==> src/rtl/sram_arb_pkg.sv <==
// Shared types for the two-master SRAM arbiter: FSM state encoding and master indices.
package sram_arb_pkg;

    typedef enum logic [1:0] {
        IDLE = 2'd0,
        RD0  = 2'd1,
        RD1  = 2'd2,
        WR1  = 2'd3
    } arb_state_e;

    localparam logic M_IFU = 1'b0;
    localparam logic M_LSU = 1'b1;

endpackage

==> src/rtl/sram_arb_b_buffer.sv <==
// Single-entry holding register for the SRAM write response, which the SRAM
// presents for one cycle only and which the LSU may not accept immediately.
module sram_arb_b_buffer (
    input  logic clk,
    input  logic rst,
    input  logic en,
    input  logic s_bvalid,
    input  logic s_bresp,
    output logic s_bready,
    output logic m_bvalid,
    output logic m_bresp,
    input  logic m_bready
);

    logic bvalid_q, bvalid_d;
    logic bresp_q, bresp_d;

    always_comb begin
        bvalid_d = bvalid_q;
        bresp_d  = bresp_q;
        s_bready = en & ~bvalid_q;
        if (s_bready && s_bvalid) begin
            bvalid_d = 1'b1;
            bresp_d  = s_bresp;
        end else if (bvalid_q && m_bready) begin
            bvalid_d = 1'b0;
        end
        m_bvalid = bvalid_q;
        m_bresp  = bresp_q;
    end

    always_ff @(posedge clk) begin
        if (rst) begin
            bvalid_q <= 1'b0;
            bresp_q  <= 1'b0;
        end else begin
            bvalid_q <= bvalid_d;
            bresp_q  <= bresp_d;
        end
    end

endmodule

==> src/rtl/sram_arbiter.sv <==
// Two-master (IFU read-only, LSU read/write) AXI-lite style arbiter in front of
// the shared SRAM; one master owns the SRAM from grant until its response handshake.
//
// state | meaning
// IDLE  | no owner; arbitrate registered requests, all valids/readys low
// RD0   | IFU owns the SRAM for one read (AR then R)
// RD1   | LSU owns the SRAM for one read (AR then R)
// WR1   | LSU owns the SRAM for one write (AW/W then buffered B)
module sram_arbiter
    import sram_arb_pkg::*;
#(
    parameter int ADDR_W      = 32,
    parameter int DATA_W      = 32,
    parameter bit ROUND_ROBIN = 1'b1
) (
    input  logic                clk,
    input  logic                rst,

    input  logic [ADDR_W-1:0]   m0_araddr,
    input  logic                m0_arvalid,
    output logic                m0_arready,
    output logic [DATA_W-1:0]   m0_rdata,
    output logic                m0_rresp,
    output logic                m0_rvalid,
    input  logic                m0_rready,

    input  logic [ADDR_W-1:0]   m1_araddr,
    input  logic                m1_arvalid,
    output logic                m1_arready,
    output logic [DATA_W-1:0]   m1_rdata,
    output logic                m1_rresp,
    output logic                m1_rvalid,
    input  logic                m1_rready,
    input  logic [ADDR_W-1:0]   m1_awaddr,
    input  logic                m1_awvalid,
    output logic                m1_awready,
    input  logic [DATA_W-1:0]   m1_wdata,
    input  logic [DATA_W/8-1:0] m1_wstrb,
    input  logic                m1_wvalid,
    output logic                m1_wready,
    output logic                m1_bresp,
    output logic                m1_bvalid,
    input  logic                m1_bready,

    output logic [ADDR_W-1:0]   s_araddr,
    output logic                s_arvalid,
    input  logic                s_arready,
    input  logic [DATA_W-1:0]   s_rdata,
    input  logic                s_rresp,
    input  logic                s_rvalid,
    output logic                s_rready,
    output logic [ADDR_W-1:0]   s_awaddr,
    output logic                s_awvalid,
    input  logic                s_awready,
    output logic [DATA_W-1:0]   s_wdata,
    output logic [DATA_W/8-1:0] s_wstrb,
    output logic                s_wvalid,
    input  logic                s_wready,
    input  logic                s_bresp,
    input  logic                s_bvalid,
    output logic                s_bready
);

    arb_state_e state_q, state_d;
    logic       last_grant_q, last_grant_d;
    logic       ar_done_q, ar_done_d;
    logic       aw_done_q, aw_done_d;
    logic       w_done_q, w_done_d;
    logic       m1_req;
    logic       rd_sel;
    logic       rd_arvalid;
    logic       rd_rready;
    logic       b_en;
    arb_state_e m1_state;

    assign s_awaddr = m1_awaddr;
    assign s_wdata  = m1_wdata;
    assign s_wstrb  = m1_wstrb;
    // Data may mirror the SRAM for both masters; the per-master rvalid gates it.
    assign m0_rdata = s_rdata;
    assign m0_rresp = s_rresp;
    assign m1_rdata = s_rdata;
    assign m1_rresp = s_rresp;

    always_comb begin
        state_d      = state_q;
        last_grant_d = last_grant_q;
        ar_done_d    = ar_done_q;
        aw_done_d    = aw_done_q;
        w_done_d     = w_done_q;
        m0_arready   = 1'b0;
        m0_rvalid    = 1'b0;
        m1_arready   = 1'b0;
        m1_rvalid    = 1'b0;
        m1_awready   = 1'b0;
        m1_wready    = 1'b0;
        s_araddr     = m0_araddr;
        s_arvalid    = 1'b0;
        s_rready     = 1'b0;
        s_awvalid    = 1'b0;
        s_wvalid     = 1'b0;
        b_en         = 1'b0;
        m1_req       = m1_awvalid | m1_arvalid;
        m1_state     = m1_awvalid ? WR1 : RD1;
        rd_sel       = (state_q == RD1);
        rd_arvalid   = rd_sel ? m1_arvalid : m0_arvalid;
        rd_rready    = rd_sel ? m1_rready : m0_rready;

        case (state_q)
            IDLE: begin
                if (m0_arvalid && m1_req) begin
                    if (ROUND_ROBIN && last_grant_q == M_LSU) begin
                        state_d      = RD0;
                        last_grant_d = M_IFU;
                    end else begin
                        state_d      = m1_state;
                        last_grant_d = M_LSU;
                    end
                end else if (m1_req) begin
                    state_d      = m1_state;
                    last_grant_d = M_LSU;
                end else if (m0_arvalid) begin
                    state_d      = RD0;
                    last_grant_d = M_IFU;
                end
            end
            RD0, RD1: begin
                s_araddr  = rd_sel ? m1_araddr : m0_araddr;
                s_arvalid = rd_arvalid & ~ar_done_q;
                s_rready  = rd_rready;
                if (rd_sel) begin
                    m1_arready = s_arready & ~ar_done_q;
                    m1_rvalid  = s_rvalid;
                end else begin
                    m0_arready = s_arready & ~ar_done_q;
                    m0_rvalid  = s_rvalid;
                end
                if (s_arvalid && s_arready) ar_done_d = 1'b1;
                if (s_rvalid && rd_rready) begin
                    state_d   = IDLE;
                    ar_done_d = 1'b0;
                end else if (!ar_done_q && !rd_arvalid) begin
                    // Master withdrew before the SRAM saw the address.
                    state_d = IDLE;
                end
            end
            WR1: begin
                s_awvalid  = m1_awvalid & ~aw_done_q;
                m1_awready = s_awready & ~aw_done_q;
                s_wvalid   = m1_wvalid & ~w_done_q;
                m1_wready  = s_wready & ~w_done_q;
                b_en       = 1'b1;
                if (s_awvalid && s_awready) aw_done_d = 1'b1;
                if (s_wvalid && s_wready)   w_done_d  = 1'b1;
                if (m1_bvalid && m1_bready) begin
                    state_d   = IDLE;
                    ar_done_d = 1'b0;
                    aw_done_d = 1'b0;
                    w_done_d  = 1'b0;
                end
            end
            default: state_d = IDLE;
        endcase
    end

    sram_arb_b_buffer u_b_buffer (
        .clk      (clk),
        .rst      (rst),
        .en       (b_en),
        .s_bvalid (s_bvalid),
        .s_bresp  (s_bresp),
        .s_bready (s_bready),
        .m_bvalid (m1_bvalid),
        .m_bresp  (m1_bresp),
        .m_bready (m1_bready)
    );

    always_ff @(posedge clk) begin
        if (rst) begin
            state_q      <= IDLE;
            last_grant_q <= M_LSU;
            ar_done_q    <= 1'b0;
            aw_done_q    <= 1'b0;
            w_done_q     <= 1'b0;
        end else begin
            state_q      <= state_d;
            last_grant_q <= last_grant_d;
            ar_done_q    <= ar_done_d;
            aw_done_q    <= aw_done_d;
            w_done_q     <= w_done_d;
        end
    end

endmodule

==> config.mk <==
export PLATFORM = sky130hd
export DESIGN_NAME = sram_arbiter
export DESIGN_NICKNAME = d
export VERILOG_FILES = /design/src/rtl/sram_arb_pkg.sv /design/src/rtl/sram_arb_b_buffer.sv /design/src/rtl/sram_arbiter.sv
export SDC_FILE = /design/constraint.sdc
export NUM_CORES = 1
export LEC_CHECK = 0
export CAP_MARGIN = 20
export CORE_AREA = 2 2 141 143
export CTS_CLUSTER_SIZE = 40
export DETAILED_ROUTE_END_ITERATION = 16
export DIE_AREA = 0 0 143 145
export HOLD_SLACK_MARGIN = 0.02
export PLACE_DENSITY = 0.51
export SYNTH_ARGS = -nofsm -noshare
export SYNTH_HDL_FRONTEND = slang
export SYNTH_SLANG_ARGS = --single-unit
==> constraint.sdc <==
create_clock -name clk -period 1.6 [get_ports clk]
set_input_delay 0.16 -clock clk [delete_from_list [all_inputs] [get_ports clk]]
set_output_delay 0.16 -clock clk [all_outputs]
set_load 0.02 [all_outputs]
==> results of run 1 <==
[metrics by stage]
stage | util [%] | power, mW
after detailed placement | 13.6 | 2.13
final | 15.0 | 3.03
after CTS | 14.2 | 2.80
after global placement | 13.6 | 2.11
after floorplan | - | 1.68
after global routing | 15.0 | 3.21
[cells by family (layout without fill, tap and decap cells)]
| group | count (synthesis) | count (layout) | synth area share [%] |
|---|---|---|---|
| AOI/OAI and AO/OA | 12 | 12 | 4.02 |
| adders and majority gates | 5 | 5 | 3.19 |
| buffers and inverters | 143 | 152 | 53.6 |
| DFF | 8 | 8 | 8.17 |
| muxes | 37 | 37 | 21.2 |
| and+or+nand+nor | 32 | 32 | 9.83 |
[critical path, cell delays in order, from the launching register on]
cell and delay, ns:
dfxtp_2 0.34, inv_4 0.05, ha_4 0.19, buf_12 0.14, buf_16 0.14, mux2_4 0.30
buf_6 0.13
[layout make-up]
| class | instances | area (um2) | area share [%] |
|---|---|---|---|
| Multi-Input combinational cell | 86 | 905 | 31.5 |
| Sequential cell | 8 | 165 | 5.75 |
| Inverter | 4 | 20.0 | 0.697 |
| Clock buffer | 3 | 75.1 | 2.61 |
| Timing Repair Buffer | 145 | 1380 | 47.9 |
| Tap cell | 265 | 332 | 11.5 |
[cell usage in the layout, fill, tap and decap left out, drive strengths merged, types with 4 or more instances in the layout]
master / count
mux2: 33
nand2b: 5
buf: 64
clkbuf: 4
clkdlybuf4s50: 80
inv: 4
o21ai: 4
nor2: 7
and3b: 4
ha: 5
dfxtp: 8
mux2i: 4
nand2: 4
[sequential cells by signal, indices dropped and copies added, names as in the netlist]
register / count
u_b_buffer.m_bvalid: 1
w_done_q: 1
aw_done_q: 1
ar_done_q: 1
u_b_buffer.m_bresp: 1
state_q: 2
last_grant_q: 1
[what timing repair did]
| action | CTS | global route |
|---|---|---|
| endpoints found under the setup margin | 48 | 44 |
| buffers inserted | 3 | 2 |
| pin swaps | 0 | 7 |
| hold buffers | 0 | 0 |
| gates cloned | 3 | 0 |
| gates resized for setup | 185 | 50 |
[where the power goes]
part / internal, mW / leakage, nW / switching (mW)
Combinational: 1.30 / 1.01 / 1.01
Clock: 0.323 / 0.0370 / 0.102
Sequential: 0.245 / 0.0662 / 0.0442
Total: 1.87 / 1.12 / 1.16
[how the worst max path moves through the flow]
stage               startpoint           end  slack, ns
detailed placement  state_q[0]   s_araddr[9]      -0.36
global route        state_q[0]  s_araddr[17]      -0.13
CTS                 state_q[1]    m1_arready      -0.20
global placement    state_q[0]     s_arvalid      -0.30
floorplan           state_q[0]     m0_rvalid       0.01
finish              state_q[0]  s_araddr[17]      -0.09
[metal layers]
metal / wire (um) / part of all wire [%]
met1: 2070 / 26
met2: 3970 / 51
met3: 1420 / 18
met4: 401 / 5.1
met5: 0 / 0
==> key figures, run 1 <==
Min path
  • WHS Endpoint: s_awaddr[30]
  • Hold crit path type: in -> out
  • Min-delay src: m1_awaddr[30]
  • Hold Crit Depth: 0

Route
  • Post-detailed-route count of antenna-violating nets: 0
  • Starting DRT DRC Count: 41
  • DRC viols: 0
  • Wire per inst: 15.4 um
  • Total Routed Length: 7850 um
  • Avg Vias per Cell: 3.00
  • First-pass DRT Iterations: 4
  • Vias: 1532

GRT
  • Initial antenna violation count: 0
  • GR met3 Demand/Resource: 4.82%
  • Busiest layer in global routing: met2
  • Largest net degree at the start of global routing: 18
  • Grt total ovfl: 0
  • GRT Total Usage: under 10%
  • First-pass GRT wire length: ~9900 um
  • Met2 Usage GRT: 12.5%
  • Vias in the first global route: ~1600
  • Met1 GRT Util: 4.43%

Timing
  • Final WS setup: -0.0891 ns
  • Final hold violation count: 0
  • Tcrit/Tclk final: 106%
  • Highest clock rate: 592 MHz
  • RSZ-0062 raised after global routing: true
  • Max Slew Vio Count: 0
  • Worst clock skew: 0.00466 ns
  • Total negative slack: -2.04 ns
  • Worst hold slack: between 0.3 and 0.4 ns
  • Tmin final: 1.69 ns
  • Final setup viols: 32
  • Worst-margin pin slew: roughly 0.34 ns
  • Slew Limit Headroom: 77.5%

Layout
  • Area Overhead vs Synth: 46.5%
  • Nets: ~430
  • Share of layout cells above drive strength 1: 48.4%
  • Final non-filler cell area: 2870 um2
  • Antenna cell count: 0
  • Fill cell count: approximately 2100
  • Post-route insts no fill: 511

Setup path
  • FF-to-FF End: ar_done_q
  • Worst Reg-to-Reg Cells: 7
  • FF-to-FF setup slack: 0 ns
  • CP Class: reg -> out
  • Critical Path Sink Type: output pin
  • Crit-path max FO: 5
  • Startpoint types: register
  • Worst r2r src: state_q[0]
  • Req. time, crit path: around 1.4 ns
  • Crit path DAT: 1.53 ns

Yosys
  • Syn Nets: roughly 420
  • Post-synth top cells: 134 x buf_4, 32 x mux2_2, 8 x dfxtp_1
  • Post-synth ARST share: 0%
  • Avg Cell Area, Syn: 8.27 um2
  • Prevailing post-synth register cell: dfxtp_1
  • Yosys top cell area share: between 50% and 60%
  • Synthesized flop and latch total: 8
  • Yosys warns: 0
  • Post-synth EDFFs: 0
  • Cell taking the most area after synthesis: buf_4
  • Sequential area share after synthesis: 8.17%
  • Cell count after synthesis: between 200 and 250
  • Synth top area cells: buf_4 51%, mux2_2 18%, dfxtp_1 8.2%, ha_1 3.2%, mux2i_1 2.0%
  • Post-Syn Area: 1960 um2
  • Unique masters post-synth: 32
  • Count leader, synth: buf_4

CTS
  • Total CTS buffers: 3
  • H-tree level count: 1
  • CTS tree: built
  • Worst-case clock buffer depth: 2
  • Worst-path clk slew: 0.04 ns
  • Worst-Skew Late Latency: 0.23 ns
  • Num Clock Sinks: 8
  • Root Buffer Master: clkbuf_16

Power
  • Max VDD drop: 0.239 mV
  • LEAKAGE: 1.12 nW
  • PwrDens: 1060 nW/um2

Placement
  • Post-Place Cells: ~500
  • Placer Congestion: 0.669
  • Setup WS pre-CTS: -0.359 ns
  • Dpl cell area: 2610 um2
  • Port Buffers: 123
  • HPWL Detailed: roughly 6400 um

Flow run
  • Max Cap Viol: 0

Outcome
  • Outcome: finished with violations
  • Failing checks: negative setup slack

Floorplan
  • Core footprint: 19200 um2
  • Top-Level Pins: 359
  • Die area: a little over 20000 um2
  • Initial core utilization: between 10% and 20%
  • Die height: 145 um
  • Die X: about 140 um
  • Rows: 51
(Power assumes the default switching activity.)
==> run 2, diff against run 1 <==
--- a/config.mk
+++ b/config.mk
@@ -5,7 +5,6 @@
 export SDC_FILE = /design/constraint.sdc
 export NUM_CORES = 1
 export LEC_CHECK = 0
-export CAP_MARGIN = 20
 export CORE_AREA = 2 2 141 143
 export CTS_CLUSTER_SIZE = 40
 export DETAILED_ROUTE_END_ITERATION = 16
==> results of run 2 <==
No change in the layout: final DEF, timing and power equal those of run 1.
